**src/rtl/proc_ctrl_pkg.sv**
```systemverilog
// Shared op codes, state encodings and defaults for the processor run/load controller.
package proc_ctrl_pkg;
    localparam int DEF_CNT_W = 16;

    typedef enum logic [1:0] {
        OP_LOAD = 2'd0,
        OP_RUN  = 2'd1,
        OP_STEP = 2'd2,
        OP_HALT = 2'd3
    } op_e;

    typedef enum logic [2:0] {
        ST_IDLE   = 3'd0,
        ST_LOAD   = 3'd1,
        ST_RUN    = 3'd2,
        ST_STEP   = 3'd3,
        ST_HALTED = 3'd4
    } state_e;
endpackage

```
**src/rtl/proc_run_ctrl_if.sv**
```systemverilog
// Host-side command channel and program-byte stream of the run/load controller.
interface proc_run_ctrl_if #(
    parameter int DATA_W = 8
);
    logic              cmd_valid;
    logic [1:0]        cmd_op;
    logic [7:0]        cmd_len;
    logic              cmd_ready;
    logic              cmd_err;
    logic              ld_valid;
    logic [DATA_W-1:0] ld_data;
    logic              ld_ready;

    modport master (
        output cmd_valid, cmd_op, cmd_len, ld_valid, ld_data,
        input  cmd_ready, cmd_err, ld_ready
    );

    modport slave (
        input  cmd_valid, cmd_op, cmd_len, ld_valid, ld_data,
        output cmd_ready, cmd_err, ld_ready
    );
endinterface

```
**src/rtl/imem_load_seq.sv**
```systemverilog
// Streams a counted burst of program bytes into instruction memory, one write per byte.
module imem_load_seq #(
    parameter int ADDR_W = 8,
    parameter int DATA_W = 8
) (
    input  logic              clk,
    input  logic              reset,
    input  logic              start,
    input  logic [7:0]        len,
    input  logic              ld_valid,
    input  logic [DATA_W-1:0] ld_data,
    output logic              ld_ready,
    output logic              done,
    output logic              imem_we,
    output logic [ADDR_W-1:0] imem_addr,
    output logic [DATA_W-1:0] imem_wdata
);
    logic [8:0]        rem;
    logic [ADDR_W-1:0] waddr;
    logic              busy;
    logic              acc;

    assign ld_ready = busy;
    assign acc      = ld_valid & busy;
    assign done     = acc & (rem == 9'd1);

    always_ff @(posedge clk) begin
        if (!reset) begin
            busy       <= 1'b0;
            rem        <= '0;
            waddr      <= '0;
            imem_we    <= 1'b0;
            imem_addr  <= '0;
            imem_wdata <= '0;
        end else begin
            imem_we <= acc;
            if (start) begin
                busy  <= 1'b1;
                // len 0 encodes a full 256-byte image
                rem   <= {(len == 8'd0), len};
                waddr <= '0;
            end else if (acc) begin
                rem        <= rem - 9'd1;
                waddr      <= waddr + 1'b1;
                imem_addr  <= waddr;
                imem_wdata <= ld_data;
                if (rem == 9'd1) busy <= 1'b0;
            end
        end
    end
endmodule

```
**src/rtl/proc_run_ctrl.sv**
```systemverilog
// Run/load sequencer: loads the program image, then gates the core's reset and clock enable.
module proc_run_ctrl
    import proc_ctrl_pkg::*;
#(
    parameter int ADDR_W = 8,
    parameter int DATA_W = 8,
    parameter int CNT_W  = DEF_CNT_W
) (
    input  logic              clk,
    input  logic              reset,
    proc_run_ctrl_if.slave    host,
    output logic              imem_we,
    output logic [ADDR_W-1:0] imem_addr,
    output logic [DATA_W-1:0] imem_wdata,
    input  logic [ADDR_W-1:0] cpu_pc,
    input  logic              brk_en,
    input  logic [ADDR_W-1:0] brk_pc,
    output logic              cpu_reset_n,
    output logic              cpu_ce,
    output logic [2:0]        state_o,
    output logic [CNT_W-1:0]  cycle_cnt
);
    state_e     state, state_nx;
    op_e        op;
    logic [8:0] step_rem;
    logic       skip_bp, bp_hit, cmd_acc;
    logic       ld_start, ld_done, step_start, skip_nx;
    logic       rst_n_nx, cmd_err_q, cmd_err_nx;

    assign op             = op_e'(host.cmd_op);
    assign host.cmd_ready = (state != ST_LOAD);
    assign host.cmd_err   = cmd_err_q;
    assign cmd_acc        = host.cmd_valid & host.cmd_ready;
    assign bp_hit         = (state == ST_RUN) & brk_en & (cpu_pc == brk_pc) & ~skip_bp;
    assign cpu_ce         = ((state == ST_RUN) & ~bp_hit) | (state == ST_STEP);
    assign state_o        = state;

    always_comb begin
        state_nx   = state;
        ld_start   = 1'b0;
        step_start = 1'b0;
        skip_nx    = 1'b0;
        rst_n_nx   = cpu_reset_n;
        cmd_err_nx = 1'b0;
        case (state)
            ST_IDLE, ST_HALTED: begin
                if (cmd_acc) begin
                    case (op)
                        OP_LOAD: begin state_nx = ST_LOAD; ld_start = 1'b1; rst_n_nx = 1'b0; end
                        OP_RUN:  begin
                            state_nx = ST_RUN;
                            rst_n_nx = 1'b1;
                            // resuming from a breakpoint must execute the halted PC once
                            skip_nx  = (state == ST_HALTED);
                        end
                        OP_STEP: begin state_nx = ST_STEP; step_start = 1'b1; rst_n_nx = 1'b1; end
                        default: ;
                    endcase
                end
            end
            ST_LOAD: if (ld_done) state_nx = ST_IDLE;
            ST_RUN: begin
                if (bp_hit) state_nx = ST_HALTED;
                if (cmd_acc) begin
                    case (op)
                        OP_HALT:          state_nx   = ST_HALTED;
                        OP_LOAD, OP_STEP: cmd_err_nx = 1'b1;
                        default: ;
                    endcase
                end
            end
            ST_STEP: begin
                if (step_rem == 9'd1) state_nx = ST_HALTED;
                if (cmd_acc) begin
                    case (op)
                        OP_HALT:         state_nx   = ST_HALTED;
                        OP_LOAD, OP_RUN: cmd_err_nx = 1'b1;
                        default: ;
                    endcase
                end
            end
            default: state_nx = ST_IDLE;
        endcase
    end

    always_ff @(posedge clk) begin
        if (!reset) begin
            state       <= ST_IDLE;
            cpu_reset_n <= 1'b0;
            cmd_err_q   <= 1'b0;
            skip_bp     <= 1'b0;
            step_rem    <= '0;
            cycle_cnt   <= '0;
        end else begin
            state       <= state_nx;
            cpu_reset_n <= rst_n_nx;
            cmd_err_q   <= cmd_err_nx;
            skip_bp     <= skip_nx;
            if (step_start)             step_rem <= {(host.cmd_len == 8'd0), host.cmd_len};
            else if (state == ST_STEP)  step_rem <= step_rem - 9'd1;
            if (ld_start)                      cycle_cnt <= '0;
            else if (cpu_ce && !(&cycle_cnt))  cycle_cnt <= cycle_cnt + 1'b1;
        end
    end

    imem_load_seq #(.ADDR_W(ADDR_W), .DATA_W(DATA_W)) u_ld (
        .clk        (clk),
        .reset      (reset),
        .start      (ld_start),
        .len        (host.cmd_len),
        .ld_valid   (host.ld_valid),
        .ld_data    (host.ld_data),
        .ld_ready   (host.ld_ready),
        .done       (ld_done),
        .imem_we    (imem_we),
        .imem_addr  (imem_addr),
        .imem_wdata (imem_wdata)
    );
endmodule

```
**src/flat_wrapper.sv**
```systemverilog
// flat-port wrapper written by rule: the top's interface ports become plain ports
module proc_run_ctrl_flat import proc_ctrl_pkg::*;
#(
    parameter int ADDR_W = 8,
    parameter int DATA_W = 8,
    parameter int CNT_W  = DEF_CNT_W
)
  (clk, reset, imem_we, imem_addr, imem_wdata, cpu_pc, brk_en, brk_pc, cpu_reset_n, cpu_ce, state_o, cycle_cnt, host_cmd_valid, host_cmd_op, host_cmd_len, host_ld_valid, host_ld_data, host_cmd_ready, host_cmd_err, host_ld_ready);
  proc_run_ctrl_if #(.DATA_W(DATA_W)) host_i ();
  input  logic clk;
  input  logic reset;
  output logic imem_we;
  output logic [ADDR_W-1:0] imem_addr;
  output logic [DATA_W-1:0] imem_wdata;
  input  logic [ADDR_W-1:0] cpu_pc;
  input  logic brk_en;
  input  logic [ADDR_W-1:0] brk_pc;
  output logic cpu_reset_n;
  output logic cpu_ce;
  output logic [2:0] state_o;
  output logic [CNT_W-1:0] cycle_cnt;
  input wire logic [$bits(host_i.cmd_valid)-1:0] host_cmd_valid;
  input wire logic [$bits(host_i.cmd_op)-1:0] host_cmd_op;
  input wire logic [$bits(host_i.cmd_len)-1:0] host_cmd_len;
  input wire logic [$bits(host_i.ld_valid)-1:0] host_ld_valid;
  input wire logic [$bits(host_i.ld_data)-1:0] host_ld_data;
  output wire logic [$bits(host_i.cmd_ready)-1:0] host_cmd_ready;
  output wire logic [$bits(host_i.cmd_err)-1:0] host_cmd_err;
  output wire logic [$bits(host_i.ld_ready)-1:0] host_ld_ready;
  assign host_i.cmd_valid = host_cmd_valid;
  assign host_i.cmd_op = host_cmd_op;
  assign host_i.cmd_len = host_cmd_len;
  assign host_i.ld_valid = host_ld_valid;
  assign host_i.ld_data = host_ld_data;
  assign host_cmd_ready = host_i.cmd_ready;
  assign host_cmd_err = host_i.cmd_err;
  assign host_ld_ready = host_i.ld_ready;
  proc_run_ctrl #(.ADDR_W(ADDR_W), .DATA_W(DATA_W), .CNT_W(CNT_W)) u_core (.clk(clk), .reset(reset), .host(host_i), .imem_we(imem_we), .imem_addr(imem_addr), .imem_wdata(imem_wdata), .cpu_pc(cpu_pc), .brk_en(brk_en), .brk_pc(brk_pc), .cpu_reset_n(cpu_reset_n), .cpu_ce(cpu_ce), .state_o(state_o), .cycle_cnt(cycle_cnt));
endmodule
```
**config.mk**
```make
export PLATFORM = sky130hd
export DESIGN_NAME = proc_run_ctrl_flat
export DESIGN_NICKNAME = d
export VERILOG_FILES = /design/src/rtl/proc_ctrl_pkg.sv /design/src/rtl/proc_run_ctrl_if.sv /design/src/rtl/imem_load_seq.sv /design/src/rtl/proc_run_ctrl.sv /design/src/flat_wrapper.sv
export SDC_FILE = /design/constraint.sdc
export NUM_CORES = 1
export LEC_CHECK = 0
export BUFFER_PORTS_ARGS = -buffer_cell sky130_fd_sc_hd__buf_2
export CAP_MARGIN = 30
export CORE_MARGIN = 2
export CORE_UTILIZATION = 30
export DETAILED_ROUTE_END_ITERATION = 10
export PLACE_DENSITY = 0.59
export SLEW_MARGIN = 20
export SYNTH_ARGS = -nofsm -noshare
export SYNTH_HDL_FRONTEND = slang
export SYNTH_SLANG_ARGS = --single-unit
export TNS_END_PERCENT = 100
```
**constraint.sdc**
```tcl
create_clock -name clk -period 2.4 [get_ports clk]
set_clock_uncertainty 0.2 [all_clocks]
set_input_delay 0.24 -clock clk [delete_from_list [all_inputs] [get_ports clk]]
set_output_delay 0.24 -clock clk [all_outputs]
set_load 0.01 [all_outputs]
```
# Word level (Yosys, flattened, before mapping)

Index checks and enable logic that the tools add are counted.

Register bits: 66
Input bits: 39
Logic and storage cells: 91

Add/subtract/negate cells: 4
Equal/unequal tests: 14
Mux-type cells: 29
Bitwise logic cells: 12
Reduce and logical (&&, ||, !) cells: 20

Operators with widths:

| cell                                                   | number |
|---|---|
| 2-to-1 mux 9 bit                                       | 4 |
| 2-to-1 mux 3 bit                                       | 8 |
| == test 9 x 1 -> 1 bit (second input constant)         | 2 |
| subtractor 9 x 1 -> 9 bit (second input constant)      | 2 |
| adder 16 x 1 -> 16 bit (second input constant)         | 1 |
| AND reduction 16 bit                                   | 1 |
| 2-to-1 mux 1 bit                                       | 13 |
| one-hot mux 3 bit (4 select lines)                     | 1 |
| OR reduction 2 bit                                     | 5 |
| one-hot mux 3 bit (3 select lines)                     | 1 |
| adder 8 x 1 -> 8 bit (second input constant)           | 1 |
| == test 8 bit                                          | 1 |
| zero test 8 bit                                        | 1 |
| nonzero test 2 bit                                     | 4 |
| AND 1 bit                                              | 7 |
| == test 3 x 2 -> 1 bit (second input constant)         | 2 |
| AND reduction 3 bit                                    | 2 |
| == test 2 bit (second input constant)                  | 2 |
| inequality test 2 x 1 -> 1 bit (second input constant) | 2 |
| inequality test 4 x 1 -> 1 bit (second input constant) | 1 |
| NOT 1 bit                                              | 4 |
| one-hot mux 1 bit (2 select lines)                     | 2 |
| AND reduction 2 bit                                    | 2 |
| AND reduction 4 bit                                    | 1 |
| 9 further kinds                                        | 9 |

# Depth between registers and ports, before layout

Depth in word-level cells: 8
Mapped depth: 7
Gate-level depth less buffers: 6

# Modules after synthesis

A second synthesis with hierarchy kept.

Cell total of the unflattened synthesis: 417
Area, all modules: 3452.1 um^2

Modules (own cells, without submodules):

| module        | instances | cells an instance | area each (um^2) |
|---|---|---|---|
| proc_run_ctrl | 1         | 237               | 1918.1 |
| imem_load_seq | 1         | 180               | 1534.0 |

# Least setup slack after synthesis

OpenSTA, ideal clock, no wires.

Kind: register to register
From: register u_core.state[0] (netlist: u_core.state_o[0])
To: register u_core.step_rem[8]
Setup time: 120 ps
Arrival: 1681 ps
Path slack: 399 ps
Cell stages (with the launch flop): 7
Period minus slack after synthesis: 2001 ps
Path through: dfxtp_1 > buf_2 > and3b_4 > nand3_4 > or3b_1 > and3_1 > o31a_1

Word-level cells in the longest chain between the ends: 5

RTL lines:

| element                                                       | line                 | RTL |
|---|---|---|
| from (decl)                                                   | proc_run_ctrl.sv:23  | `state_e state, state_nx;` |
| from (signal assigned)                                        | proc_run_ctrl.sv:95  | `state <= state_nx;` |
| inequality test 3 x 1 -> 1 bit                                | proc_run_ctrl.sv:31  | `assign host.cmd_ready = (state != ST_LOAD);` |
| AND 1 bit                                                     | proc_run_ctrl.sv:33  | `assign cmd_acc = host.cmd_valid & host.cmd_ready;` |
| 2-to-1 mux 1 bit                                              | proc_run_ctrl.sv:47  | `if (cmd_acc) begin` |
| 2-to-1 mux 1 bit                                              | proc_run_ctrl.sv:45  | `case (state)` |
| 2-to-1 mux 9 bit / nonzero test 2 bit (equally long branches) | -                    |  |
| to (signal assigned)                                          | proc_run_ctrl.sv:99  | `if (step_start) step_rem <= {(host.cmd_len == 8'd0), host.cmd_len};` |
| to (signal assigned)                                          | proc_run_ctrl.sv:100 | `else if (state == ST_STEP) step_rem <= step_rem - 9'd1;` |
| to (decl)                                                     | proc_run_ctrl.sv:25  | `logic [8:0] step_rem;` |

Parallel ways exist; a longest one is shown, timed or not.
A chain may end at the register's enable or synchronous reset.

# Worst setup path in the final report

From: register u_core.cycle_cnt[0]
To: register u_core.cycle_cnt[14]

Word-level cells in the longest chain between the ends: 3

RTL lines:

| element                                                                        | line                 | RTL |
|---|---|---|
| from (decl)                                                                    | proc_run_ctrl.sv:21  | `output logic [CNT_W-1:0] cycle_cnt` |
| from (signal assigned)                                                         | proc_run_ctrl.sv:102 | `else if (cpu_ce && !(&cycle_cnt)) cycle_cnt <= cycle_cnt + 1'b1;` |
| parallel branches: the longest is 3 deep, another holds adder 16 x 1 -> 16 bit | -                    |  |

Parallel ways; which one is timed is not known.

==> impl_table.tex <==
\begin{tabular}{lr}
\hline
Metric & Value \\
\hline
\multicolumn{2}{l}{\textbf{Synth}} \\
\quad Top cells by area in the synthesized netlist & sky130\_fd\_sc\_hd\_\_dfxtp\_1 (40\%), sky130\_fd\_sc\_hd\_\_nand2\_1 (7.4\%), sky130\_fd\_sc\_hd\_\_a21oi\_1 (6.7\%), sky130\_fd\_sc\_hd\_\_nor2\_1 (4.7\%), sky130\_fd\_sc\_hd\_\_ha\_1 (3.8\%) \\
\quad Multiplexer share of the synthesized area & 0.908\% \\
\quad Number of storage elements in the synthesis netlist & 66 \\
\quad Largest family of logic cells by synthesized area & simple AND/OR/NAND/NOR gates \\
\quad Count of different cell masters after synthesis & 53 \\
\quad Number of synthesized flops with an enable pin & 0 \\
\quad Area share of the largest cell type after synthesis & 39.9\% \\
\quad Seq/Total Area, Yosys & 39.9\% \\
\quad Simple-gate portion of the synthesized area & 30.8\% \\
\quad Xor and xnor fraction of the mapped netlist area & 5.56\% \\
\quad Post-synthesis compound-gate area fraction & 15.7\% \\
\quad Number of synthesis warnings & 0 \\
\quad Cell Area, Synth & 3310 sq um \\
\quad Async SR Flop Fraction & 0\% \\
\quad Post-synth top flop & sky130\_fd\_sc\_hd\_\_dfxtp\_1 \\
\quad Mapped Avg Cell Area & 8.13 sq um \\
\quad Total nets after synthesis & 456 \\
\quad Adder and majority cell fraction of the synthesized area & 3.78\% \\
\quad Leading cell types by count after synthesis & sky130\_fd\_sc\_hd\_\_dfxtp\_1 (66), sky130\_fd\_sc\_hd\_\_nand2\_1 (65), sky130\_fd\_sc\_hd\_\_a21oi\_1 (44) \\
\quad Post-synthesis cell count & 407 \\
\quad Most used standard cell by instance count after synthesis & sky130\_fd\_sc\_hd\_\_dfxtp\_1 \\
\quad Cell taking the most area after synthesis & sky130\_fd\_sc\_hd\_\_dfxtp\_1 \\
\multicolumn{2}{l}{\textbf{Setup path}} \\
\quad Capturing element of the worst setup path & u\_core.cycle\_cnt[14] \\
\quad End of the worst register-to-register path & u\_core.cycle\_cnt[14] \\
\quad Number of cells on the worst reg-to-reg path & 6 \\
\quad Launching element type of the critical path & flip-flop \\
\quad Critical path peak fanout & 5 \\
\quad Crit path from & u\_core.cycle\_cnt[0] \\
\quad Worst Path Class, Setup & reg -> reg \\
\quad Required time at the endpoint of the critical path & 2.48 ns \\
\quad Flop2flop setup slack & 0.20 ns \\
\quad Cell type with the highest occurrence count on the critical path & sky130\_fd\_sc\_hd\_\_nand4\_1 \\
\quad Critical path depth in cells & 6 \\
\quad Buf+Inv Stages, Crit Path & 0 \\
\quad Ordered list of cells on the worst path & ha\_1 -> nand4\_1 -> nor4\_2 -> nand4\_1 -> or4\_1 -> a21oi\_1 \\
\quad Endpoint arrival time on the critical path & 2.27 ns \\
\quad Worst path slowest cell & sky130\_fd\_sc\_hd\_\_or4\_1 \\
\quad Launch instance of the worst register-to-register path & u\_core.cycle\_cnt[0] \\
\quad Family of cells with the greatest summed delay on the critical path & simple AND/OR/NAND/NOR gates \\
\quad Kind of end point of the critical path & flip-flop \\
\quad Slowest stage delay, CP & 0.41 ns \\
\multicolumn{2}{l}{\textbf{Hold path}} \\
\quad Cell depth of the worst min-delay path & 3 \\
\quad Worst Hold Class & in -> reg \\
\multicolumn{2}{l}{\textbf{Layout}} \\
\quad Summed area of non-filler cells in the final layout & 4180 sq um \\
\quad Count of antenna diodes in the layout & 0 \\
\quad Area occupied by registers & 1320 sq um \\
\quad Share of post-route cells with drive strength above 1 & 22.1\% \\
\quad Final net count & 551 \\
\quad Layout overhead on the synthesized area & 26.5\% \\
\quad Filler-free cell count of the finished design & 646 \\
\quad Area of the multi-input gates & 1880 sq um \\
\quad \# fillers & 1130 \\
\quad Post-layout utilization of the core & 38.8\% \\
\multicolumn{2}{l}{\textbf{Placed design}} \\
\quad Total cell area at the placement stage & 3860 sq um \\
\quad Post-placement worst setup slack & 0.234 ns \\
\quad Sum of net half-perimeters after detailed placement & 6250 microns \\
\quad Quantity of I/O buffers inserted on ports & 79 \\
\quad GPL Wtd Cong & 0.815 \\
\quad Number of instances in the placed design & 616 \\
\multicolumn{2}{l}{\textbf{Clocking}} \\
\quad Cell at the root of the clock tree & sky130\_fd\_sc\_hd\_\_clkbuf\_8 \\
\quad TritonCTS Buffers & 9 \\
\quad Skew-Pair Late Insertion Delay & 0.35 ns \\
\quad Clock tree from TritonCTS & done \\
\quad Number of clock sinks & 66 \\
\quad Clock Path Buffers & 2 \\
\quad H-Tree Depth & 3 \\
\quad Reg clk slew, reported paths & 0.08 ns \\
\quad Buffer count from post-CTS setup fixing & 0 \\
\multicolumn{2}{l}{\textbf{Global route}} \\
\quad Global-route wire length before repair & 14100 microns \\
\quad Maximum number of pins on one net before global-route repair & 28 \\
\quad GR Overflow Total & 0 \\
\quad Via count of the first global-routing pass & 3025 \\
\quad Number of antenna violations at the first check in global routing & 0 \\
\quad Aggregate global-route resource usage & 15.1\% \\
\multicolumn{2}{l}{\textbf{Routing}} \\
\quad Initial drt markers & 169 \\
\quad Routed via count & 3301 \\
\quad Total iterations of the first detailed-routing run & 6 \\
\quad Routed via count divided by cell count & 5.11 \\
\quad DRC violations left & 0 \\
\quad Sum of routed wire length over all layers & 8590 microns \\
\quad Avg WL per Cell & 13.3 microns \\
\quad Final antenna-violating net count & 0 \\
\multicolumn{2}{l}{\textbf{Power and ir drop}} \\
\quad Cell Pwr Density & 568 nW/um\^{}2 \\
\quad Leakage Power & 1.66 nW \\
\quad Total power after layout & 2.38 mW \\
\quad Largest voltage drop on the vdd net & 221 uV \\
\multicolumn{2}{l}{\textbf{STA}} \\
\quad Highest attainable clock frequency & 0.455 GHz \\
\quad Final Hold Slack & 0.0226 ns \\
\quad Setup violations, final & 0 \\
\quad Relative slew slack & 61.7\% \\
\quad Setup repair after global routing missed its margin & no \\
\quad Final Cycle Share & 91.5\% \\
\quad Number of pins with negative max-slew slack in the final report & 0 \\
\quad Final sum of negative setup slack & 0 ns \\
\quad Worst-Margin Slew & 0.572 ns \\
\quad Final count of hold timing violations & 0 \\
\quad Final critical delay including setup and external delays & 2.20 ns \\
\quad PnR worst setup slack & 0.204 ns \\
\multicolumn{2}{l}{\textbf{Floorplanning}} \\
\quad Chip height & 109 microns \\
\quad I/O pin count & 80 \\
\quad Initial core utilization & 30.7\% \\
\quad Die span in x & 109 microns \\
\quad Number of placement rows & 38 \\
\quad Die ar. & 11900 sq um \\
\quad Area of the placeable core & 10800 sq um \\
\multicolumn{2}{l}{\textbf{Run status}} \\
\quad Result of the run & completed \\
\multicolumn{2}{l}{\textbf{Flow run}} \\
\quad Number of maximum-capacitance violations & 0 \\
\hline
\end{tabular}
==> tightest hold or removal path, cell delays in order <==
cell and delay [ns]:
sky130_fd_sc_hd__buf_2 0.12, sky130_fd_sc_hd__a221oi_1 0.08, sky130_fd_sc_hd__nor2_1 0.08
==> worst min path at each step <==
| stage | startpoint | end | slack [ns] |
|---|---|---|---|
| 2_1_floorplan | reset | u_core.u_ld.rem[8] | 0.16 |
| 3_3_place_gp | u_core.u_ld.imem_wdata[0] | u_core.u_ld.imem_wdata[0] | 0.24 |
| 3_5_place_dp | u_core.u_ld.imem_addr[5] | u_core.u_ld.imem_addr[5] | 0.25 |
| 4_1_cts | host_cmd_len[0] | u_core.step_rem[0] | 0.004 |
| 5_1_grt | host_cmd_len[0] | u_core.step_rem[0] | 0.02 |
| 6_report | host_cmd_len[0] | u_core.step_rem[0] | 0.02 |
==> flip-flops by register name, summed over array words and instances (netlist names), 3 cells and up <==
signal	flops
u_core.u_ld.imem_addr	8
u_core.cycle_cnt	16
u_core.step_rem	9
u_core.u_ld.waddr	8
u_core.u_ld.rem	9
u_core.state_o	3
u_core.u_ld.imem_wdata	8
==> cell families after synthesis <==
group           Yosys count
xor+xnor                 21
mux                       3
buf+inv                  26
compound gates           86
flops                    66
fa+ha+maj                10
simple gates            195
==> cell type report <==
cell class / count / area share (%)
clock inverters: 5 / 0.957
well taps: 140 / 4.19
multi-input cells: 315 / 44.9
clock buffers: 10 / 3.29
flip-flops and latches: 66 / 31.6
inverters: 9 / 0.807
repair buffers: 101 / 14.3
==> cells in the final DEF, fill, tap and decap left out, drive strengths merged, types with 5 or more instances in the layout <==
cell type / Yosys / final
buf: 9 / 86
dfxtp: 66 / 66
nand2: 66 / 66
a21oi: 44 / 44
nor2: 42 / 42
dlygate4sd3: 0 / 15
nand3: 14 / 14
xnor2: 12 / 12
nand4: 12 / 12
o21ai: 12 / 12
ha: 10 / 10
clkbuf: 8 / 10
inv: 9 / 10
xor2: 9 / 9
nor3: 9 / 9
or3: 7 / 7
or4: 7 / 7
and3: 7 / 7
o31ai: 6 / 6
nand3b: 5 / 5
a211oi: 5 / 5
nor4: 5 / 5
==> power breakdown <==
group	switching (mW)	internal (mW)
sequential	0.0423	1.13
combinational	0.197	0.149
clock	0.452	0.404
total	0.691	1.69
==> repair_timing <==
action	in CTS	in global routing
hold buffers	15	0
endpoints found under the hold margin	18	0
resized for setup	0	0
==> per-layer routing <==
metal / wire length (microns) / GRT usage, % / up-vias
li1: - / - / 1644
met5: 0 / 0 / -
met3: 447 / 3.41 / 13
met1: 4030 / 19.1 / 1551
met4: 140 / 6.04 / 0
met2: 3970 / 24.9 / 93
Power figures use the tool's default switching activity.
